**src/rtl/rib_arbiter_if.sv**
```systemverilog
// Handshake bundle between the RIB masters and the RIB arbiter.
// The arbiter uses the slave modport; the master side drives requests and acks.
interface rib_arbiter_if;
    logic [3:0] req_i;
    logic [3:0] lock_i;
    logic       ack_i;
    logic [3:0] gnt_o;
    logic [1:0] gnt_id_o;
    logic       gnt_valid_o;
    logic       hold_flag_o;
    logic       timeout_o;
    logic [1:0] err_id_o;

    modport master (
        output req_i, lock_i, ack_i,
        input  gnt_o, gnt_id_o, gnt_valid_o, hold_flag_o, timeout_o, err_id_o
    );

    modport slave (
        input  req_i, lock_i, ack_i,
        output gnt_o, gnt_id_o, gnt_valid_o, hold_flag_o, timeout_o, err_id_o
    );
endinterface

```
**src/rtl/rib_arbiter.sv**
```systemverilog
// Transaction-holding RIB bus arbiter: m3 has precedence, m0..m2 share round-robin,
// grants are held across locked bursts and reclaimed from hung slaves by a watchdog.
module rib_arbiter #(
    parameter int TIMEOUT_W      = 8,
    parameter int TIMEOUT_CYCLES = 255
) (
    input  logic         clk,
    input  logic         rst,
    rib_arbiter_if.slave bus
);
    localparam logic [0:0] ST_IDLE = 1'b0;
    localparam logic [0:0] ST_BUSY = 1'b1;
    localparam logic [TIMEOUT_W:0]   WD_LIMIT = (TIMEOUT_W + 1)'(TIMEOUT_CYCLES);
    localparam logic [TIMEOUT_W-1:0] WD_MAX   = '1;

    logic [0:0]           state_q, state_d;
    logic [3:0]           gnt_q, gnt_d;
    logic [1:0]           gnt_id_q, gnt_id_d;
    logic [1:0]           rr_ptr_q, rr_ptr_d;
    logic [TIMEOUT_W-1:0] wd_q, wd_d;
    logic                 timeout_q, timeout_d;
    logic [1:0]           err_id_q, err_id_d;

    logic [3:0]           req;
    logic [3:0]           lock;
    logic                 ack;
    logic [1:0]           owner;
    logic [3:0]           owner_mask;
    logic [1:0]           rel_ptr;
    logic [TIMEOUT_W:0]   wd_inc;
    logic                 expire;
    logic                 release_bus;
    logic [2:0]           arb_idle;
    logic [2:0]           arb_rel;

    assign req   = bus.req_i;
    assign lock  = bus.lock_i;
    assign ack   = bus.ack_i;
    assign owner = gnt_id_q;

    // Returns {found, id}. rr_ptr holds the first m0..m2 candidate to try,
    // i.e. the master after the last released owner.
    function automatic logic [2:0] arbitrate(input logic [3:0] r, input logic [1:0] start);
        logic [2:0] res;
        logic [1:0] idx;
        res = 3'b000;
        if (r[3]) begin
            res = 3'b111;
        end else begin
            for (int k = 2; k >= 0; k--) begin
                idx = 2'((int'(start) + k) % 3);
                if (r[idx]) res = {1'b1, idx};
            end
        end
        return res;
    endfunction

    assign owner_mask  = 4'b0001 << owner;
    assign rel_ptr     = (owner == 2'd3) ? rr_ptr_q :
                         (owner == 2'd2) ? 2'd0 : owner + 2'd1;
    assign wd_inc      = {1'b0, wd_q} + 1'b1;
    assign expire      = (TIMEOUT_CYCLES != 0) && (state_q == ST_BUSY) && !ack &&
                         (wd_inc >= WD_LIMIT);
    assign release_bus = (ack && !lock[owner]) || !req[owner] || expire;
    assign arb_idle    = arbitrate(req, rr_ptr_q);
    // The releasing owner is masked so it cannot immediately win back the bus.
    assign arb_rel     = arbitrate(req & ~owner_mask, rel_ptr);

    always_comb begin
        state_d   = state_q;
        gnt_d     = gnt_q;
        gnt_id_d  = gnt_id_q;
        rr_ptr_d  = rr_ptr_q;
        wd_d      = wd_q;
        timeout_d = 1'b0;
        err_id_d  = err_id_q;
        case (state_q)
            ST_IDLE: begin
                if (arb_idle[2]) begin
                    state_d  = ST_BUSY;
                    gnt_id_d = arb_idle[1:0];
                    gnt_d    = 4'b0001 << arb_idle[1:0];
                    wd_d     = '0;
                end
            end
            default: begin
                if (release_bus) begin
                    rr_ptr_d = rel_ptr;
                    wd_d     = '0;
                    if (expire) begin
                        timeout_d = 1'b1;
                        err_id_d  = owner;
                    end
                    if (arb_rel[2]) begin
                        gnt_id_d = arb_rel[1:0];
                        gnt_d    = 4'b0001 << arb_rel[1:0];
                    end else begin
                        state_d  = ST_IDLE;
                        gnt_id_d = 2'd0;
                        gnt_d    = 4'b0000;
                    end
                end else if (ack) begin
                    wd_d = '0;
                end else if (wd_q != WD_MAX) begin
                    wd_d = wd_q + 1'b1;
                end
            end
        endcase
    end

    always_ff @(posedge clk or negedge rst) begin
        if (!rst) begin
            state_q   <= ST_IDLE;
            gnt_q     <= 4'b0000;
            gnt_id_q  <= 2'd0;
            rr_ptr_q  <= 2'd0;
            wd_q      <= '0;
            timeout_q <= 1'b0;
            err_id_q  <= 2'd0;
        end else begin
            state_q   <= state_d;
            gnt_q     <= gnt_d;
            gnt_id_q  <= gnt_id_d;
            rr_ptr_q  <= rr_ptr_d;
            wd_q      <= wd_d;
            timeout_q <= timeout_d;
            err_id_q  <= err_id_d;
        end
    end

    assign bus.gnt_o       = gnt_q;
    assign bus.gnt_id_o    = gnt_id_q;
    assign bus.gnt_valid_o = (state_q == ST_BUSY);
    assign bus.timeout_o   = timeout_q;
    assign bus.err_id_o    = err_id_q;
    // Instruction fetch alone never stalls the pipeline.
    assign bus.hold_flag_o = req[3] | req[2] | req[0] |
                             ((state_q == ST_BUSY) && (gnt_id_q != 2'd1));
endmodule

```
**src/flat_wrapper.sv**
```systemverilog
// flat-port wrapper written by rule: the top's interface ports become plain ports
module rib_arbiter_flat 
#(
    parameter int TIMEOUT_W      = 8,
    parameter int TIMEOUT_CYCLES = 255
)
  (clk, rst, bus_req_i, bus_lock_i, bus_ack_i, bus_gnt_o, bus_gnt_id_o, bus_gnt_valid_o, bus_hold_flag_o, bus_timeout_o, bus_err_id_o);
  rib_arbiter_if bus_i ();
  input  logic clk;
  input  logic rst;
  input wire logic [$bits(bus_i.req_i)-1:0] bus_req_i;
  input wire logic [$bits(bus_i.lock_i)-1:0] bus_lock_i;
  input wire logic [$bits(bus_i.ack_i)-1:0] bus_ack_i;
  output wire logic [$bits(bus_i.gnt_o)-1:0] bus_gnt_o;
  output wire logic [$bits(bus_i.gnt_id_o)-1:0] bus_gnt_id_o;
  output wire logic [$bits(bus_i.gnt_valid_o)-1:0] bus_gnt_valid_o;
  output wire logic [$bits(bus_i.hold_flag_o)-1:0] bus_hold_flag_o;
  output wire logic [$bits(bus_i.timeout_o)-1:0] bus_timeout_o;
  output wire logic [$bits(bus_i.err_id_o)-1:0] bus_err_id_o;
  assign bus_i.req_i = bus_req_i;
  assign bus_i.lock_i = bus_lock_i;
  assign bus_i.ack_i = bus_ack_i;
  assign bus_gnt_o = bus_i.gnt_o;
  assign bus_gnt_id_o = bus_i.gnt_id_o;
  assign bus_gnt_valid_o = bus_i.gnt_valid_o;
  assign bus_hold_flag_o = bus_i.hold_flag_o;
  assign bus_timeout_o = bus_i.timeout_o;
  assign bus_err_id_o = bus_i.err_id_o;
  rib_arbiter #(.TIMEOUT_W(TIMEOUT_W), .TIMEOUT_CYCLES(TIMEOUT_CYCLES)) u_core (.clk(clk), .rst(rst), .bus(bus_i));
endmodule
```
**config.mk**
```make
export PLATFORM = sky130hd
export DESIGN_NAME = rib_arbiter_flat
export DESIGN_NICKNAME = d
export VERILOG_FILES = /design/src/rtl/rib_arbiter_if.sv /design/src/rtl/rib_arbiter.sv /design/src/flat_wrapper.sv
export SDC_FILE = /design/constraint.sdc
export NUM_CORES = 1
export LEC_CHECK = 0
export BUFFER_PORTS_ARGS = -buffer_cell sky130_fd_sc_hd__buf_2
export CAP_MARGIN = 5
export CORE_ASPECT_RATIO = 0.6
export CORE_MARGIN = 1
export CORE_UTILIZATION = 63
export DETAILED_ROUTE_END_ITERATION = 10
export GPL_ROUTABILITY_DRIVEN = 0
export PLACE_DENSITY = 0.85
export SLEW_MARGIN = 20
export SYNTH_ARGS = -nofsm -noshare
export SYNTH_HDL_FRONTEND = slang
export SYNTH_SLANG_ARGS = --single-unit
export TNS_END_PERCENT = 20
```
**constraint.sdc**
```tcl
create_clock -name clk -period 6.6 [get_ports clk]
set_input_delay 0.33 -clock clk [delete_from_list [all_inputs] [get_ports clk]]
set_output_delay 0.33 -clock clk [all_outputs]
set_load 0.02 [all_outputs]
```
# Word level (Yosys, flattened, before mapping)
# Index checks and enable logic that the tools add are counted.
# word_totals
output_inout_bits	11
rom_bits	0
in_bits	11
ramBits	0
n_memories	0
regBits	20
latchBits	0
word_cells	102
# op_classes
n_addsub	7
div_mod_pow	6
eq_ne	6
muxes	46
shifts	3
n_lt_le_gt_ge	8
reduce_logical	14
bitwise	5
multipliers	0
# op_table
operator	n
$mod 32x3->32 const B	4
$mod 3x3->32 const B	2
$mux 8	5
$mux 3	8
$lt 2x3->1 const B	7
$bmux 1 s2	8
$mux 4	4
$mux 1	15
$mux 2	6
$shl 1x2->4 const A	3
$add 8x1->9 const B	1
$ge 9x8->1 const B	1
$add 8x1->8 const B	1
$ne 8x8->1 const B	1
$add 2x1->3 const B	2
$add 2x2->3 const B	2
$reduce_and 2->1	3
$and 4x4->4	1
$eq 2x2->1 const B	2
$logic_and 1x1->1	4
$ne 4x4->1 const B	1
$not 4->4	1
$logic_not 1->1	3
$or 1x1->1	3
other kinds (6)	7

# Depth between registers and ports, before layout
# logic_depth
ltp_word	15
mapped_depth	11
ltp_nobuf	10

# Least setup slack after synthesis
# OpenSTA, ideal clock, no wires.
# synth_path
path_type	reg2reg
from	reg u_core.gnt_id_q[1], in the netlist u_core.bus.gnt_id_o[1]
to	reg u_core.gnt_q[1], in the netlist u_core.bus.gnt_o[1]
stages_incl_launch_ff	12
required_time_ns	6.527
n_path_buf	1
setup_time_ns	0.073
slack_ns	3.897
t_arrival_ns	2.630
period_less_slack_ns	2.703
cell_sequence	dfrtp_1 -> buf_2 -> inv_1 -> o21ai_0 -> inv_1 -> ha_1 -> and2_1 -> a32oi_1 -> nand2_1 -> a211oi_1 -> o21ai_0 -> a2bb2oi_2
# synth_between
elab_chain_len	15
elab_cells_between_ends	38
cone_classes	add/sub (3); div (3); eq/ne (3); shift (2); mux (19); bitwise (2); reduce/logical (6)
# synth_lines
item	line	text
from (decl)	rib_arbiter.sv:18	logic [1:0] gnt_id_q, gnt_id_d;
from (signal assigned)	rib_arbiter.sv:123	gnt_id_q <= gnt_id_d;
$add 2x1->2 or $eq 2x2->1 (tied branches)	rib_arbiter.sv:60	(owner == 2'd2) ? 2'd0 : owner + 2'd1;
$mux 2	rib_arbiter.sv:60	
$mux 2 *	rib_arbiter.sv:59	assign rel_ptr = (owner == 2'd3) ? rr_ptr_q :
named net u_core.rel_ptr[1]	rib_arbiter.sv:29	logic [1:0] rel_ptr;
$add 2x2->3	rib_arbiter.sv:51	idx = 2'((int'(start) + k) % 3);
$mod 32x3->32	rib_arbiter.sv:51	
$bmux 1 s2	rib_arbiter.sv:52	if (r[idx]) res = {1'b1, idx};
$mux 1 (not written as such)	rib_arbiter.sv:52	
$mux 3 (2 in a row)	rib_arbiter.sv:52	
$mux 3 *	rib_arbiter.sv:52	
$mux 3 *	rib_arbiter.sv:47	if (r[3]) begin
$shl 1x2->4	rib_arbiter.sv:96	gnt_d = 4'b0001 << arb_rel[1:0];
$mux 4 *	rib_arbiter.sv:94	if (arb_rel[2]) begin
$mux 4 *	rib_arbiter.sv:87	if (release_bus) begin
$mux 4 *	rib_arbiter.sv:77	case (state_q)
to (signal assigned)	rib_arbiter.sv:122	gnt_q <= gnt_d;
to (decl)	rib_arbiter.sv:17	logic [3:0] gnt_q, gnt_d;
# The timed path passes the listed nets; every way through them passes the cells marked *. The select of a mux whose other input is x is not followed.
# A chain may end at the register's enable or synchronous reset.

# Worst setup path after layout
# Ends and elaborated chain as after synthesis.

==> summary.txt <==
Logic synthesis
  – FFs w/ async S/R, synth: 1.00
  – Post-synth top cells: dfrtp_1 (20), inv_1 (13), o21ai_0 (13), a21oi_1 (11), nand2_1 (11)
  – Sequential-to-total area share from yosys stat: 0.265
  – Ys flop type: dfrtp_1
  – Count leader, synth: dfrtp_1
  – Largest area contributor in the netlist: dfrtp_1
  – Ranking of synthesized cells by area: dfrtp_1 (26%), mux4_2 (6.0%), ha_1 (5.3%)
  – Synthesized area per cell: about 9.4 µm²
  – Syn_nets: 220
  – Number of synthesis warnings: 0
  – Mapped Area: between 1500 and 2000 µm²
  – Yosys cell types: between 50 and 60
  – Post-synth top area share: 0.265
  – #FFs+latches synth: 20
  – Post-synth EDFFs: 0
  – Cells after Synth: 201

Global route
  – First-pass GRT wire length: between 8 and 9 mm
  – Overflow after GRT: 0
  – Number of global-route vias before repair: 1649
  – GRT Util Overall: 0.339
  – Antenna violations before repair: 0
  – Largest net degree at the start of global routing: 21

Pwr
  – Max VDD drop: between 0.2 and 0.3 mV
  – P_leak: 0.000843 µW
  – PnR Total Power: 999 µW
  – Power per Cell Area: 493 nW/µm²

Die
  – IO Pins: 22
  – Starting Density: 0.710
  – Die height: 44.4 µm
  – Die X: 72.7 µm
  – Placeable Area: 2660 µm²
  – Row Count: 14
  – Die area: 3230 µm²

STA
  – Slew Viols, Final: 0
  – Peak Freq: 321 MHz
  – Period minus WS final: 3.11 ns
  – Slew HR: 0.303
  – Tcrit/Tclk final: 0.472
  – Fin. Hold Viols: 0
  – Min setup slack post-route: 3.49 ns
  – Worst-margin pin slew: 1.04 ns
  – Final setup fails: 0
  – Setup_tns: 0 ns
  – Fin Clk Skew: 0.00167 ns
  – RSZ-0062 raised after global routing: no

Clocking
  – Clk root buf: clkbuf_8
  – Clock transition at the registers of the reported paths: ~0.070 ns
  – Hold buffers post-CTS: 0
  – Worst skew pair latency: between 0.2 and 0.3 ns
  – H-Tree Depth: 1
  – Clk sinks: 20
  – PostCTS Resize Cnt: 0
  – Post-CTS setup buffers: 0
  – Max Root-Sink Buffers: 2
  – Clock buffer count from CTS: 3
  – CTS tree: built

Critical path
  – Worst setup endpoint: u_core.bus.gnt_o[1]
  – WP data required: 6.79 ns
  – CP Class: flop to flop
  – Crit path launch type: flop
  – Worst R2R Start: u_core.bus.gnt_id_o[1]
  – CP Cell Sequence: inv_1, o21ai_0, inv_1, ha_1, and2_1, a32oi_1, nand2_1, a211oi_1, o21ai_0, a2bb2oi_2
  – Critical Path Start: u_core.bus.gnt_id_o[1]
  – Crit end category: flop
  – Reg2Reg Setup Slack: 3.49 ns
  – FF-to-FF path depth: 10
  – CP peak stage delay: 0.61 ns
  – Largest fanout on the critical path: 15
  – Worst EP arrival: 3.31 ns
  – Worst path slowest cell: dfrtp_1
  – Reg2Reg Capture Point: u_core.bus.gnt_o[1]

Run
  – MaxCap Viol Count: 0

Drt
  – Routed via count: 1777
  – Violation count after the first detailed-routing iteration: approximately 190
  – WL/cell: 19.5 µm
  – Routed WL: 4.98 mm
  – Average via count per standard cell: 6.97
  – TritonRoute pass-1 iters: 6
  – DR DRC count: 0
  – Routed Antenna Nets: 0

Placement
  – Port Buffers: 21
  – Post-placement setup slack: 3.60 ns
  – Dpl cells: 251
  – Hpwl dp: 3.82 mm

Layout
  – Final-layout fill cell count: 192
  – Area Overhead vs Synth: 7.28%
  – Util after Layout: 0.761
  – Final Non-Filler Cells: 255
  – Layout Nets: around 240
  – # diodes: 0
  – Share of layout cells above drive strength 1: 0.237

Worst hold path
  – Worst hold path class: primary input to asynchronous set/reset pin

Status
  – Status: completed
per-layer routing:
layer | share of wire | wire length, µm | GRT usage | vias up
met5 | 0 | 0 | 0 | -
met4 | 0.021 | 106 | 0.0824 | 0
met3 | 0.13 | 646 | 0.100 | 16
met2 | 0.43 | 2120 | 0.520 | 133
met1 | 0.42 | 2110 | 0.476 | 844
li1 | - | - | - | 784
placed cells by master (no fill, tap or decap), drive strengths merged, types with 2 or more instances in the layout:
master and instances:
buf 21, dfrtp 20, inv 13, o21ai 13, nand2 11, a21oi 11
nor2 11, nand3 9, ha 8, nor3 8, mux2i 7, nand2b 6
nor2b 6, a2bb2oi 6, mux4 5, a21o 5, a211oi 5, clkbuf 4
mux2 3, nor4 3, and3b 2, a21boi 2, o21a 2, and2 2
o2bb2ai 2, xnor2 2, a41oi 2, a211o 2, nor3b 2
logic make-up after synthesis:
kind of cell	after synthesis	synth area share
simple gates	69	0.228
compound gates	63	0.266
buf+inv	24	0.0642
flops	20	0.265
mux	15	0.115
fa+ha+maj	8	0.0530
xor+xnor	2	0.00927
worst min path at each step:
| stage | start | end | slack [ns] | depth (start not counted) |
|---|---|---|---|---|
| after floorplan | rst | u_core.bus.err_id_o[0] | 0.03 | 0 |
| after global placement | rst | u_core.wd_q[0] | 0.29 | 1 |
| after detailed placement | rst | u_core.bus.err_id_o[0] | 0.30 | 1 |
| after CTS | rst | u_core.bus.err_id_o[0] | 0.02 | 1 |
| after global routing | rst | u_core.wd_q[3] | 0.05 | 1 |
| final | rst | u_core.bus.err_id_o[0] | 0.01 | 1 |
cell type report:
class	count	area (µm²)	area share
Timing Repair Buffer	21	105	0.0519
Inverter	13	48.8	0.0241
Multi-Input combinational cell	157	1270	0.625
Tap cell	40	50.0	0.0247
Sequential cell	20	500	0.247
Clock buffer	4	55.1	0.0272
critical path: cells and delay by family (launching register included):
family | cells | cell delay, ns
flip-flops | 1 | 0.61
AO/OA/AOI/OAI | 5 | 1.43
buffers and inverters | 2 | 0.30
adder cells (fa/ha/maj) | 1 | 0.40
AND/OR/NAND/NOR | 2 | 0.31
power breakdown:
part	leakage (µW)	total, µW	switching [µW]	internal, µW
Combinational	0.000554	692	400	292
Sequential	0.000261	213	57.8	155
Clock	0.0000288	93.6	40.5	53.1
Total	0.000843	999	499	500
through the flow:
| step | hold slack [ns] | area [µm²] |
|---|---|---|
| after global placement | 0.292 | 1970 |
| after floorplan | 0.0344 | 1890 |
| after global routing | 0.0476 | 2030 |
| after CTS | 0.0231 | 2030 |
| after detailed placement | 0.304 | 1970 |
| final | 0.0123 | 2030 |
registers in the layout, indices dropped and copies added, names as in the netlist:
name,cells
u_core.bus.err_id_o,2
u_core.bus.gnt_id_o,2
u_core.bus.gnt_o,4
u_core.bus.gnt_valid_o,1
u_core.bus.timeout_o,1
u_core.rr_ptr_q,2
u_core.wd_q,8
Note: power is estimated with default switching activity, not from simulation.
